--- src/rtl/vend_pkg.sv ---
// Shared definitions for the vending transaction ledger.
//   bal_t        : 10-bit coin balance
//   COIN_*       : denomination codes as seen on coin_type / chg_coin
//   VAL_*        : coin-unit value of each denomination
//   DEF_*        : default prices and balance ceiling
//   state_t      : ledger FSM states
//   coin_value() : code -> value, invalid code (00) maps to 0
package vend_pkg;

   typedef logic [9:0] bal_t;

   localparam logic [1:0] COIN_NONE = 2'b00;
   localparam logic [1:0] COIN_1    = 2'b01;
   localparam logic [1:0] COIN_5    = 2'b10;
   localparam logic [1:0] COIN_10   = 2'b11;

   localparam bal_t VAL_1  = 10'd1;
   localparam bal_t VAL_5  = 10'd5;
   localparam bal_t VAL_10 = 10'd10;

   localparam int DEF_PRICE_ONE = 5;
   localparam int DEF_PRICE_TWO = 10;
   localparam int DEF_MAX_BAL   = 999;

   typedef enum logic [2:0] {
      ST_IDLE,
      ST_ACCEPT,
      ST_VEND,
      ST_CHANGE,
      ST_DONE
   } state_t;

   function automatic bal_t coin_value(input logic [1:0] code);
      case (code)
         COIN_1:  return VAL_1;
         COIN_5:  return VAL_5;
         COIN_10: return VAL_10;
         default: return '0;
      endcase
   endfunction

endpackage

--- src/rtl/change_picker.sv ---
// Greedy change selection: largest denomination (10, 5, 1) not exceeding
// the balance. Purely combinational.
//   bal_i  : balance to be paid out
//   coin_o : denomination code, COIN_NONE when the balance is zero
//   val_o  : value of coin_o in coin units
module change_picker
   import vend_pkg::*;
(
   input  bal_t       bal_i,
   output logic [1:0] coin_o,
   output bal_t       val_o
);

   always_comb begin
      coin_o = COIN_NONE;
      val_o  = '0;
      if (bal_i >= VAL_10) begin
         coin_o = COIN_10;
         val_o  = VAL_10;
      end else if (bal_i >= VAL_5) begin
         coin_o = COIN_5;
         val_o  = VAL_5;
      end else if (bal_i != '0) begin
         coin_o = COIN_1;
         val_o  = VAL_1;
      end
   end

endmodule

--- src/rtl/vend_ledger.sv ---
// Vending transaction ledger: coin accumulation, purchase accept/deny,
// item hand-off, and coin-by-coin change/refund payout.
//
// state     | meaning
// ----------+-----------------------------------------------------------
// ST_IDLE   | no balance; first valid coin starts a transaction
// ST_ACCEPT | collecting coins; cancel > buy_two > buy_one > coin
// ST_VEND   | item request held until dispenser ack
// ST_CHANGE | paying out balance one coin per hopper handshake
// ST_DONE   | one cycle: raise get_ind, clear buy_flag, back to idle
//
// Ports:
//   clk, reset (async, active-low)
//   coin_in/coin_type        : coin insertion pulse and denomination
//   buy_one/buy_two          : purchase requests
//   cancel_req               : refund request
//   item_ack, chg_ready      : dispenser / hopper handshakes
//   coin_val                 : running balance
//   buy_flag                 : purchase in progress
//   cancle_flag, get_ind     : cancel-accepted / transaction-complete pulses
//   item_valid, item_id      : item request to dispenser
//   chg_valid, chg_coin      : change coin request to hopper
//   coin_reject, buy_deny    : refused-coin / insufficient-balance pulses
module vend_ledger
   import vend_pkg::*;
#(
   parameter int PRICE_ONE = DEF_PRICE_ONE,
   parameter int PRICE_TWO = DEF_PRICE_TWO,
   parameter int MAX_BAL   = DEF_MAX_BAL
) (
   input  logic       clk,
   input  logic       reset,
   input  logic       coin_in,
   input  logic [1:0] coin_type,
   input  logic       buy_one,
   input  logic       buy_two,
   input  logic       cancel_req,
   input  logic       item_ack,
   input  logic       chg_ready,
   output logic [9:0] coin_val,
   output logic       buy_flag,
   output logic       cancle_flag,
   output logic       get_ind,
   output logic       item_valid,
   output logic       item_id,
   output logic       chg_valid,
   output logic [1:0] chg_coin,
   output logic       coin_reject,
   output logic       buy_deny
);

   localparam bal_t        PRICE_ONE_W = bal_t'(PRICE_ONE);
   localparam bal_t        PRICE_TWO_W = bal_t'(PRICE_TWO);
   localparam logic [10:0] MAX_BAL_W   = 11'(MAX_BAL);

   state_t     state_q, state_d;
   bal_t       coin_val_q, coin_val_d;
   logic       buy_flag_q, buy_flag_d;
   logic       cancle_flag_q, cancle_flag_d;
   logic       get_ind_q, get_ind_d;
   logic       item_valid_q, item_valid_d;
   logic       item_id_q, item_id_d;
   logic       chg_valid_q, chg_valid_d;
   logic [1:0] chg_coin_q, chg_coin_d;
   bal_t       chg_amt_q, chg_amt_d;
   logic       coin_reject_q, coin_reject_d;
   logic       buy_deny_q, buy_deny_d;

   logic        coin_ok;
   logic [10:0] coin_sum;
   logic        coin_fits;
   logic        take_coin;
   logic [1:0]  pick_coin;
   bal_t        pick_val;

   // Sum is one bit wider than the balance so the ceiling check cannot wrap.
   assign coin_ok   = coin_in && (coin_type != COIN_NONE);
   assign coin_sum  = {1'b0, coin_val_q} + {1'b0, coin_value(coin_type)};
   assign coin_fits = (coin_sum <= MAX_BAL_W);

   always_comb begin
      state_d       = state_q;
      coin_val_d    = coin_val_q;
      buy_flag_d    = buy_flag_q;
      item_valid_d  = item_valid_q;
      item_id_d     = item_id_q;
      cancle_flag_d = 1'b0;
      get_ind_d     = 1'b0;
      coin_reject_d = 1'b0;
      buy_deny_d    = 1'b0;
      take_coin     = 1'b0;

      case (state_q)
         ST_IDLE: begin
            buy_deny_d = buy_one | buy_two;
            take_coin  = 1'b1;
         end
         ST_ACCEPT: begin
            if (cancel_req) begin
               cancle_flag_d = 1'b1;
               coin_reject_d = coin_ok;
               state_d       = ST_CHANGE;
            end else if (buy_two && (coin_val_q >= PRICE_TWO_W)) begin
               coin_val_d    = coin_val_q - PRICE_TWO_W;
               buy_flag_d    = 1'b1;
               item_valid_d  = 1'b1;
               item_id_d     = 1'b1;
               coin_reject_d = coin_ok;
               state_d       = ST_VEND;
            end else if (buy_two) begin
               // A denied buy_two masks buy_one but still lets a coin in.
               buy_deny_d = 1'b1;
               take_coin  = 1'b1;
            end else if (buy_one && (coin_val_q >= PRICE_ONE_W)) begin
               coin_val_d    = coin_val_q - PRICE_ONE_W;
               buy_flag_d    = 1'b1;
               item_valid_d  = 1'b1;
               item_id_d     = 1'b0;
               coin_reject_d = coin_ok;
               state_d       = ST_VEND;
            end else if (buy_one) begin
               buy_deny_d = 1'b1;
               take_coin  = 1'b1;
            end else begin
               take_coin = 1'b1;
            end
         end
         ST_VEND: begin
            coin_reject_d = coin_ok;
            if (item_ack) begin
               item_valid_d = 1'b0;
               state_d      = (coin_val_q != '0) ? ST_CHANGE : ST_DONE;
            end
         end
         ST_CHANGE: begin
            coin_reject_d = coin_ok;
            if (coin_val_q == '0) begin
               state_d = ST_DONE;
            end else if (chg_valid_q && chg_ready) begin
               coin_val_d = coin_val_q - chg_amt_q;
               if (coin_val_q == chg_amt_q) begin
                  state_d = ST_DONE;
               end
            end
         end
         ST_DONE: begin
            coin_reject_d = coin_ok;
            get_ind_d     = 1'b1;
            buy_flag_d    = 1'b0;
            state_d       = ST_IDLE;
         end
         default: begin
            state_d = ST_IDLE;
         end
      endcase

      if (take_coin && coin_ok) begin
         if (coin_fits) begin
            coin_val_d = coin_sum[9:0];
            if (state_q == ST_IDLE) begin
               state_d = ST_ACCEPT;
            end
         end else begin
            coin_reject_d = 1'b1;
         end
      end
   end

   // Change request is registered from the next balance, so the coin offered
   // tracks the balance after each handshake and holds still during a stall.
   change_picker u_picker (
      .bal_i  (coin_val_d),
      .coin_o (pick_coin),
      .val_o  (pick_val)
   );

   always_comb begin
      chg_valid_d = (state_d == ST_CHANGE) && (coin_val_d != '0);
      chg_coin_d  = chg_valid_d ? pick_coin : COIN_NONE;
      chg_amt_d   = chg_valid_d ? pick_val : '0;
   end

   always_ff @(posedge clk or negedge reset) begin
      if (!reset) begin
         state_q       <= ST_IDLE;
         coin_val_q    <= '0;
         buy_flag_q    <= 1'b0;
         cancle_flag_q <= 1'b0;
         get_ind_q     <= 1'b0;
         item_valid_q  <= 1'b0;
         item_id_q     <= 1'b0;
         chg_valid_q   <= 1'b0;
         chg_coin_q    <= COIN_NONE;
         chg_amt_q     <= '0;
         coin_reject_q <= 1'b0;
         buy_deny_q    <= 1'b0;
      end else begin
         state_q       <= state_d;
         coin_val_q    <= coin_val_d;
         buy_flag_q    <= buy_flag_d;
         cancle_flag_q <= cancle_flag_d;
         get_ind_q     <= get_ind_d;
         item_valid_q  <= item_valid_d;
         item_id_q     <= item_id_d;
         chg_valid_q   <= chg_valid_d;
         chg_coin_q    <= chg_coin_d;
         chg_amt_q     <= chg_amt_d;
         coin_reject_q <= coin_reject_d;
         buy_deny_q    <= buy_deny_d;
      end
   end

   assign coin_val    = coin_val_q;
   assign buy_flag    = buy_flag_q;
   assign cancle_flag = cancle_flag_q;
   assign get_ind     = get_ind_q;
   assign item_valid  = item_valid_q;
   assign item_id     = item_id_q;
   assign chg_valid   = chg_valid_q;
   assign chg_coin    = chg_coin_q;
   assign coin_reject = coin_reject_q;
   assign buy_deny    = buy_deny_q;

endmodule

--- config.mk ---
export PLATFORM = sky130hd
export DESIGN_NAME = vend_ledger
export DESIGN_NICKNAME = d
export VERILOG_FILES = /design/src/rtl/vend_pkg.sv /design/src/rtl/change_picker.sv /design/src/rtl/vend_ledger.sv
export SDC_FILE = /design/constraint.sdc
export NUM_CORES = 1
export LEC_CHECK = 0
export CAP_MARGIN = 40
export CORE_UTILIZATION = 30
export CTS_CLUSTER_SIZE = 14
export DETAILED_ROUTE_END_ITERATION = 10
export HOLD_SLACK_MARGIN = 0.12
export PLACE_DENSITY = 0.59
export SLEW_MARGIN = 20
export SYNTH_ARGS = -nofsm -noshare
export SYNTH_HDL_FRONTEND = slang
export SYNTH_SLANG_ARGS = --single-unit
--- constraint.sdc ---
create_clock -name clk -period 6.15 [get_ports clk]
set_clock_uncertainty 0.1 [all_clocks]
set_input_delay 0.615 -clock clk [delete_from_list [all_inputs] [get_ports clk]]
set_output_delay 0.615 -clock clk [all_outputs]
set_load 0.01 [all_outputs]
==> impl_metrics.json <==
{
  "cellPowerDensity_mw_per_mm2": 488,
  "fin_util": 0.355,
  "cts_tree": "done",
  "ir_drop_v": 0.000213,
  "fillerInstances": 896,
  "antenna_found_initial": 0,
  "worst_pin_slew_ns": 0.810,
  "synthCells": 337,
  "synth_ff_type": "dfrtp_1",
  "violations": "design-rule violations",
  "power.leakage_nw": 1.22,
  "maxCapViolations": 0,
  "setup_tns_ns": 0,
  "start_kind": "flip-flop",
  "regArea_um2": 651,
  "clk_path_buf_depth": 2,
  "grt_pass1_vias": 2517,
  "async_flop_share": 1.00,
  "cts_setup_buffers": 0,
  "gr-usage-all-layers": 0.165,
  "coreArea_mm2": 0.00881,
  "numCtsBuffers": 3,
  "cp.arrival_ns": 4.40,
  "syn_area_mm2": 0.00276,
  "critPathRequiredTime_ns": 6.22,
  "synth_fp_nets": 365,
  "synth_edf_count": 0,
  "crit_fanout": 22,
  "postRouteAntennaNets": 0,
  "fmax_ghz": 0.231,
  "dr_total_vias": 2712,
  "wirelength_um": 7770,
  "io_pins": 30,
  "fin_crit_sh": 0.705,
  "die_area_mm2": 0.00960,
  "die_h_um": 98.0,
  "timing.rr.end": "chg_amt_q[2]$_DFF_PN0_",
  "drive_gt1_frac": 0.0520,
  "min_from": "item_valid$_DFFE_PN0P_",
  "wl_per_cell_um": 17.1,
  "gr-total-overflow": 0,
  "post_synth_num_cell_types": 76,
  "insertion_delay_ns": 0.28,
  "clk_pin_slew_ns": 0.09,
  "clock_sinks": 26,
  "nNetsFinal": 376,
  "post-route-min-period_ns": 4.33,
  "hpwlAfterDp_um": 5790,
  "grt_start_max_net_pins": 27,
  "max-slew-margin-rel": 0.460,
  "setup_ws_ns": 1.82,
  "syn_avg_cell_area_um2": 8.20,
  "htree_levels": 1,
  "whs_path_depth": 1,
  "power.total_mw": 1.53,
  "finalHoldViolations": 0,
  "drc": 3,
  "cts-hold-fix-buffers": 0,
  "cts.repair.resized": 0,
  "setup_viol": 0,
  "multiInputGateArea_mm2": 0.00192,
  "dp_worst_setup_slack_ns": 1.61,
  "min_to": "item_valid$_DFFE_PN0P_",
  "yosys_warnings": 0,
  "fin_hold_ws_ns": 0.404,
  "fin_cells": 454,
  "post-place-cells": 450,
  "dr.pass1.iters": 8,
  "r2r_slack_ns": 1.82,
  "grt_pass1_wl_um": 12800,
  "gp_congestion": 0.922,
  "rows": 34,
  "viasPerCell": 5.97,
  "layout-area-overhead-vs-synth_pct": 13.1,
  "rsz0062_at_grt": "no",
  "cts-root-buf": "clkbuf_8",
  "crit_type": "reg2reg",
  "initial_core_util": 0.314,
  "status": "finished with violations",
  "finalMaxSlewViolations": 0,
  "chipWidth_um": 98.0,
  "n_antenna_cell": 0,
  "place_area_mm2": 0.00307,
  "r2r.worst_path.cells": 11,
  "critPathCaptureType": "flip-flop",
  "min_path_type": "reg2reg",
  "drt_iter0_drc": 296,
  "reg2reg_from": "coin_val[1]$_DFF_PN0_",
  "portBuffers": 29,
  "finalInstanceArea_mm2": 0.00313,
  "ys_ff_latch": 26,
  "yosysSeqAreaShare": 0.236
}
-- kinds of logic after synthesis --
kind of cell             share of synthesized area
XOR/XNOR                                    0.0380
adder cells (fa/ha/maj)                     0.0842
AO/OA/AOI/OAI                                0.292
AND/OR/NAND/NOR                              0.251
multiplexers                                0.0290
flip-flops                                   0.236
buffers and inverters                       0.0702
-- synthesized netlist by cell type (9+ instances only) --
cell type	count	share of area
a21oi_1	21	0.038
ha_1	17	0.077
o21ai_0	22	0.040
inv_1	17	0.023
buf_2	14	0.025
nor3_1	9	0.016
dfrtp_1	26	0.24
nand2_1	17	0.023
nor2_1	25	0.034
-- report_power, final --
part / switching [mW] / internal, mW / total, mW
Clock: 0.0554 / 0.0440 / 0.0995
Sequential: 0.179 / 0.237 / 0.415
Combinational: 0.556 / 0.456 / 1.01
-- layout by cell type (no fill, tap or decap), drive strengths merged, types with 5 or more instances in the layout --
cell	count
nand2b	7
and3	5
nand4	8
a31oi	5
nand3	8
xnor2	7
nor3	9
nand2	18
or4	5
o211ai	5
o21ai	24
inv	17
dfrtp	26
mux2i	8
ha	17
clkdlybuf4s50	29
xor2	5
a21oi	21
nor2b	9
nor2	26
-- critical path, cell delays in order, from the launching register on --
cell	delay, ns
dfrtp_1	0.88
inv_1	0.36
ha_1	0.35
nor2b_1	0.20
a31oi_1	0.54
nand3b_1	0.19
o21ai_1	0.22
xnor2_1	0.13
or4b_1	0.57
o21a_1	0.24
o21bai_2	0.25
and3b_1	0.21
-- final cells by class --
type / instances / share of cell area
inverter: 17 / 0.0204
clock buffer: 3 / 0.0132
tap: 108 / 0.0432
sequential: 26 / 0.208
multi-input combinational: 268 / 0.614
timing repair buffer: 32 / 0.101
-- layer usage --
| metal | share of wire | vias to the layer above | GRT usage | routed length (um) |
|---|---|---|---|---|
| met1 | 0.48 | 1321 | 0.239 | 3740 |
| li1 | - | 1284 | - | - |
| met5 | 0 | - | 0 | 0 |
| met3 | 0.047 | 13 | 0.0208 | 366 |
| met2 | 0.45 | 94 | 0.258 | 3520 |
| met4 | 0.019 | 0 | 0.0373 | 146 |
-- registers in the layout (all words and copies together), names as in the netlist --
signal and count:
coin_val 10, state_q 3, chg_coin 2, cancle_flag 1
get_ind 1, buy_deny 1, chg_valid 1, item_valid 1
chg_amt_q 3, coin_reject 1, buy_flag 1, item_id 1
-- how the worst max path moves through the flow --
| stage | to | from | slack, ns |
|---|---|---|---|
| CTS | chg_amt_q[2]$_DFF_PN0_ | coin_type[1] | 1.89 |
| floorplan | chg_coin[1]$_DFF_PN0_ | coin_type[0] | 2.47 |
| finish | chg_amt_q[2]$_DFF_PN0_ | coin_val[1]$_DFF_PN0_ | 1.82 |
| global route | chg_amt_q[2]$_DFF_PN0_ | coin_type[1] | 1.56 |
| detailed placement | chg_amt_q[2]$_DFF_PN0_ | coin_type[1] | 1.61 |
| global placement | chg_amt_q[2]$_DFF_PN0_ | coin_type[0] | 1.79 |
(Power assumes the default switching activity.)
